**src/rtl/mux4_rr_sel_ctrl.sv**
```systemverilog
// mux4_rr_sel_ctrl
// Arbitrates four request lines and drives the select of an external
// combinational 4:1 mux. The mux output is captured into a registered
// valid/ready stream.
//
// A transfer takes three states:
//   IDLE - no transfer in progress.
//   SEL  - sel is stable for one cycle so the external mux can settle.
//   CAP  - out_data is presented on the stream until the consumer accepts it.
//
// Configuration macro: MUX4_SEL_FIXED_PRIO_EN
//   defined   : fixed priority. The lowest-index request wins and ptr stays 0.
//   undefined : round-robin (default). Scanning starts at ptr, and ptr moves
//               to the channel after the one just served.
module mux4_rr_sel_ctrl #(
  parameter int WIDTH = 1
) (
  input  logic             clk,
  input  logic             rst,
  input  logic [3:0]       req,
  output logic [1:0]       sel,
  input  logic [WIDTH-1:0] mux_out,
  output logic [3:0]       ack,
  output logic [WIDTH-1:0] out_data,
  output logic [1:0]       out_ch,
  output logic             out_valid,
  input  logic             out_ready,
  output logic             busy
);

  typedef enum logic [1:0] {
    IDLE = 2'd0,
    SEL  = 2'd1,
    CAP  = 2'd2
  } state_t;

  state_t           state;
  state_t           state_nxt;
  logic [1:0]       ptr;
  logic [1:0]       ptr_nxt;
  logic [1:0]       sel_nxt;
  logic [3:0]       ack_nxt;
  logic [WIDTH-1:0] out_data_nxt;
  logic [1:0]       out_ch_nxt;
  logic             out_valid_nxt;
  logic             busy_nxt;
  logic [1:0]       winner;
  logic             any_req;

  // Round-robin pick: the first set request found when scanning p, p+1, ... mod 4.
  function automatic logic [1:0] pick_rr(input logic [3:0] r, input logic [1:0] p);
    logic [1:0] idx;
    logic [1:0] res;
    logic       found;
    res   = p;
    found = 1'b0;
    for (int i = 0; i < 4; i++) begin
      idx = p + 2'(i);
      if (!found && r[idx]) begin
        res   = idx;
        found = 1'b1;
      end
    end
    return res;
  endfunction

  // Fixed-priority pick: the lowest-index set request.
  function automatic logic [1:0] pick_fixed(input logic [3:0] r);
    logic [1:0] res;
    if (r[0]) begin
      res = 2'd0;
    end else if (r[1]) begin
      res = 2'd1;
    end else if (r[2]) begin
      res = 2'd2;
    end else begin
      res = 2'd3;
    end
    return res;
  endfunction

  assign any_req = |req;

`ifdef MUX4_SEL_FIXED_PRIO_EN
  assign winner = pick_fixed(req);
`else
  assign winner = pick_rr(req, ptr);
`endif

  // State register.
  always_ff @(posedge clk or posedge rst) begin
    if (rst) begin
      state <= IDLE;
    end else begin
      state <= state_nxt;
    end
  end

  // Next-state logic. CAP moves straight to SEL when a new request is
  // pending, so back-to-back transfers have no IDLE bubble.
  always_comb begin
    state_nxt = state;
    case (state)
      IDLE: begin
        if (any_req) begin
          state_nxt = SEL;
        end else begin
          state_nxt = IDLE;
        end
      end
      SEL: begin
        state_nxt = CAP;
      end
      CAP: begin
        if (out_ready) begin
          if (any_req) begin
            state_nxt = SEL;
          end else begin
            state_nxt = IDLE;
          end
        end else begin
          state_nxt = CAP;
        end
      end
      default: begin
        state_nxt = IDLE;
      end
    endcase
  end

  // Output logic. This computes the next value of every registered output.
  // Registers hold by default, and ack defaults to 0 so it only pulses.
  always_comb begin
    sel_nxt       = sel;
    ack_nxt       = 4'b0000;
    out_data_nxt  = out_data;
    out_ch_nxt    = out_ch;
    out_valid_nxt = out_valid;
    ptr_nxt       = ptr;
    busy_nxt      = (state_nxt != IDLE);
    case (state)
      IDLE: begin
        if (any_req) begin
          sel_nxt = winner;
        end else begin
          sel_nxt = sel;
        end
      end
      SEL: begin
        // Capture happens even if the request was withdrawn during SEL.
        out_data_nxt  = mux_out;
        out_ch_nxt    = sel;
        out_valid_nxt = 1'b1;
        ack_nxt       = 4'b0001 << sel;
`ifdef MUX4_SEL_FIXED_PRIO_EN
        ptr_nxt       = 2'd0;
`else
        ptr_nxt       = sel + 2'd1;
`endif
      end
      CAP: begin
        if (out_ready) begin
          out_valid_nxt = 1'b0;
          if (any_req) begin
            sel_nxt = winner;
          end else begin
            sel_nxt = sel;
          end
        end else begin
          out_valid_nxt = 1'b1;
        end
      end
      default: begin
        out_valid_nxt = 1'b0;
      end
    endcase
  end

  // Output and pointer registers. Reset clears them asynchronously, so any
  // capture in flight is dropped without issuing an ack.
  always_ff @(posedge clk or posedge rst) begin
    if (rst) begin
      sel       <= 2'd0;
      ack       <= 4'b0000;
      out_data  <= '0;
      out_ch    <= 2'd0;
      out_valid <= 1'b0;
      busy      <= 1'b0;
      ptr       <= 2'd0;
    end else begin
      sel       <= sel_nxt;
      ack       <= ack_nxt;
      out_data  <= out_data_nxt;
      out_ch    <= out_ch_nxt;
      out_valid <= out_valid_nxt;
      busy      <= busy_nxt;
      ptr       <= ptr_nxt;
    end
  end

endmodule

```
**config.mk**
```make
export PLATFORM = sky130hd
export DESIGN_NAME = mux4_rr_sel_ctrl
export DESIGN_NICKNAME = d
export VERILOG_FILES = /design/src/rtl/mux4_rr_sel_ctrl.sv
export SDC_FILE = /design/constraint.sdc
export NUM_CORES = 1
export LEC_CHECK = 0
export BUFFER_PORTS_ARGS = -buffer_cell sky130_fd_sc_hd__buf_4
export CAP_MARGIN = 40
export CORE_UTILIZATION = 45
export DETAILED_ROUTE_END_ITERATION = 7
export MAX_ROUTING_LAYER = met4
export PLACE_DENSITY_LB_ADDON = 0.05
export SYNTH_ARGS = -nofsm -noshare
export SYNTH_HDL_FRONTEND = slang
export SYNTH_SLANG_ARGS = --single-unit
```
**constraint.sdc**
```tcl
create_clock -name clk -period 1.9 [get_ports clk]
set_input_delay 0.38 -clock clk [delete_from_list [all_inputs] [get_ports clk]]
set_output_delay 0.38 -clock clk [all_outputs]
set_load 0.05 [all_outputs]
```
* Word-level counts from Yosys, hierarchy flattened
Index checks and enable logic that the tools add are counted.
Word-level totals: output and inout bits 11, bits in read-only memories 0, memories kept 0, word-level logic and storage cells 54, memory bits (writable) 0, bits in registers 15, latch bits 0, bits of input ports 8
Operators by class: $mul 0, shift-type cells 1, div/mod/pow operators 0, reduce and logical (&&, ||, !) cells 11, mux-type cells 23, equality and inequality tests 3, bitwise gates (word level) 0, $add $sub $neg 4, $lt $le $gt $ge 4
Operator list (count):
- 2-bit by 3-bit less-than comparator with 1-bit output, second input constant | 4
- 2-bit 2-to-1 mux | 6
- 1-bit 2-to-1 mux | 9
- 1-bit binary-select mux with 2-bit select | 4
- 2-bit case mux with 3 select lines | 1
- 2-bit by 1-bit adder with 2-bit output, second input constant | 2
- 2-bit adder, second input constant | 2
- 4-bit 2-to-1 mux | 1
- 2-bit case mux with 2 select lines | 1
- 2-bit nonzero test | 2
- 4-bit OR reduction | 1
- 1-bit by 2-bit left shift with 4-bit output, first input constant | 1
- 1-bit logical AND | 3
- 1-bit zero test | 3
- 1-bit case mux with 3 select lines | 1
- 2-bit by 1-bit == test with 1-bit output, second input constant | 1
- 2-bit == test, second input constant | 1
- 2-bit zero test | 1
- 2-bit inequality test, second input constant | 1
- 2-bit AND reduction | 1

* Depth between registers and ports, before layout
depth in word-level cells 15, mapped depth 6, mapped depth without buffers 6

* Least setup slack after synthesis
Ideal clock, no wire load.
kind reg2reg, start point register state[0], end point register sel[1], setup slack 0.510 ns, period minus slack after synthesis 1.390 ns, cell stages (with the launch flop) 6, setup time 0.125 ns, path buffers 0, arrival 1.265 ns, required time 1.775 ns, path through dfrtp_1 > inv_1 > ha_1 > mux2i_1 > or2_4 > mux2_4
Between the ends: cells in the longest elaborated chain, start to end 3, elaborated cells between the ends (all ways) 6, classes of those cells eq/ne (2); mux (1); reduce/logical (3)
RTL lines:
- start: declaration | RTL line 37 | state_t state;
- start signal: assignment | RTL line 95 | state <= state_nxt;
- 2-bit == test / 2-bit zero test (equally long branches) | RTL line 141 | case (state)
- 2-bit inequality test (no source line) / 2-bit nonzero test (equally long branches)
- 2-bit AND reduction (no source line)
- end signal: assignment | RTL line 191 | sel <= sel_nxt;
- end: declaration | RTL line 21 | output logic [1:0] sel,
Parallel ways exist; a longest one is shown, timed or not. A chain may end at the register's enable or synchronous reset.

* Final worst setup path
start point register state[1], end point register sel[1]
The elaborated chain is that of the path after synthesis.

==> reports/metrics.csv <==
metric,value,unit
Worst Reg-to-Reg Cells,5,
cells after synthesis,69,
routing usage on met2,24.78,%
peak supply drop,0.9786,mV
Setup crit end kind,flip-flop,
Slowest cell on crit path,dfrtp_1,
GRT busiest layer,met2,
Root Driver,clkbuf_4,
RSZ-0062 raised after global routing,false,
H-tree levels,1,
met1 usage,17.93,%
Fillers,137,
Design Power,0.001696,W
nets,107,
clock sinks,15,
leading area contributor after synthesis,dfrtp_1,
setup slack after layout,0.4543,ns
Slew @ Worst Pin,0.5575,ns
fmax,691.7,MHz
Synth Warn #,0,
Skew-Pair Late Insertion Delay,0.28,ns
Place WS,0.4571,ns
die height,43.12,um
Post-Route Skew,0.006881,ns
crit path kind,reg -> reg,
setup TNS,0,ns
Rel. slew slack,62.80,%
sequential share of the synthesized area,49.34,%
initial antenna violation count,0,
first-pass GRT wire length,2028,um
Final Cell Area,938.4,um2
vias in the first global route,484,
Tcrit/Tclk final,76.09,%
Critical Path AT,1.61,ns
row cnt,14,
TritonCTS clock tree,done,
share of cells above drive strength 1,31.11,%
Initial DRC Count,9,
Final Routed Wirelength,1199,um
postcts setup bufs,0,
I/O pins,19,
DR vias/cell,4.925,
Post-DP HPWL,911.5,um
CP peak stage delay,0.42,ns
Pre-antenna DRT Iters,3,
CTS Buf Count,3,
PostCTS Resize Cnt,0,
FF/Latch Area,375.4,um2
grt met3 use,6.383,%
most common flop cell mapped by yosys,dfrtp_1,
post-synth top area share,49.34,%
max-cap check violation count,0,
syn nets,85,
synthesized area,760.7,um2
"Hold Violations, Final",0,
PwrDens,1808,nW/um2
Final ANT Viol Nets,0,
port bufs,18,
Multi-input gate area,342.8,um2
Area Overhead vs Synth,23.36,%
clock transition at the registers of the reported paths,0.09,ns
CP cell instances,"inv_1, ha_1, mux2i_1, or2_4, mux2_4",
DRC Markers,0,
initial cell density of the core,49.35,%
Slew Limit Fails,0,
Vias,522,
main area contributors after synthesis,"dfrtp_1 (49%), ha_1 (13%), inv_1 (4.9%), mux2_2 (4.4%), a21oi_1 (3.3%)",
Core Region,1541,um2
"EDFF count, synth",0,
Final setup viols,0,
grt ovf,0,
CP max FO,4,
WL/cell,11.31,um
Placed Area,910.9,um2
CP Data Required Time,2.07,ns
CP startpoint kind,flip-flop,
chip width,43.12,um
total die area,1859,um2
most numerous cell in the Yosys netlist,dfrtp_1,
n_diodes,0,
Async SR Flop Fraction,100.0,%
routability cong.,0.7366,
GRT Total Usage,15.68,%
worst min path class,in -> async,
"top cells by count, synth","dfrtp_1 (15), inv_1 (10), ha_1 (8)",
P_leak,0.4930,nW
pin count of the biggest net entering global routing,16,
Mapped Avg Cell Area,11.03,um2
min cycle time layout,1.446,ns
status,"complete, no violations",
Yosys cell types,23,
Clock Path Buffers,2,
synthesized flop and latch total,15,
Hold Buf Count CTS,0,
Final Util,60.88,%
-- cells in the final DEF, fill, tap and decap left out, drive strengths merged, types with 3 or more instances in the layout --
| cell type | n |
|---|---|
| mux2 | 4 |
| nand2 | 3 |
| a21oi | 5 |
| and2 | 4 |
| o21ai | 3 |
| dfrtp | 15 |
| clkbuf | 3 |
| inv | 10 |
| buf | 18 |
| ha | 8 |
-- layout make-up --
type                    count  area share (%)
well taps                  16           2.133
inverters                  10           4.000
clock inverters             1          0.5333
multi-input cells          43           36.53
clock buffers               3           2.400
repair buffers             18           14.40
flip-flops and latches     15           40.00
-- critical path, delay by kind of cell (launching register included) --
kind	cells	cell delay, ns
adder cells (fa/ha/maj)	1	0.21
multiplexers	2	0.38
AND/OR/NAND/NOR	1	0.24
flip-flops	1	0.42
buffers and inverters	1	0.09
-- metrics by stage --
stage                     hold WS, ns  cells
final                          0.1403    106
after global routing           0.1993    106
after CTS                      0.1443    106
after detailed placement       0.4597    102
after global placement         0.4658    102
after floorplan                0.2815     69
-- registers in the layout (all words and copies together) (netlist names) --
register   flops
sel            2
out_data       1
ack            4
out_valid      1
ptr            2
out_ch         2
state          2
busy           1
-- layer usage --
| layer | share of wire [%] | routed length (um) | up-vias |
|---|---|---|---|
| li1 | - | - | 268 |
| met1 | 44 | 526 | 239 |
| met2 | 49 | 592 | 13 |
| met3 | 5.8 | 70 | 2 |
| met4 | 0.83 | 10 | 0 |
| met5 | 0 | 0 | - |
-- worst paths after layout --
check	startpoint	end	slack [ns]
max in group asynchronous	rst	state[0]$_DFF_PP0_	1.39
hold reg to reg	out_valid$_DFFE_PP0P_	out_valid$_DFFE_PP0P_	0.49
min in group clk	mux_out	out_data$_DFFE_PP0P_	0.32
setup reg to reg	state[1]$_DFF_PP0_	sel[1]$_DFFE_PP0P_	0.45
hold / removal	rst	out_data$_DFFE_PP0P_	0.14
setup / recovery	state[1]$_DFF_PP0_	sel[1]$_DFFE_PP0P_	0.45
-- where the power goes --
group	internal (W)	total (W)	switching, W
Sequential	0.000457	0.000557	0.0000996
Combinational	0.000366	0.000962	0.000596
Clock	0.0000781	0.000177	0.0000991
Total	0.000901	0.00170	0.000795
-- cell families after synthesis --
| kind of cell | count (synthesis) | share of synthesized area [%] |
|---|---|---|
| multiplexers | 6 | 9.045 |
| buffers and inverters | 11 | 5.592 |
| AO/OA/AOI/OAI | 13 | 10.36 |
| flip-flops | 15 | 49.34 |
| AND/OR/NAND/NOR | 16 | 12.50 |
| adder cells (fa/ha/maj) | 8 | 13.16 |
Note: power is estimated with default switching activity, not from simulation.
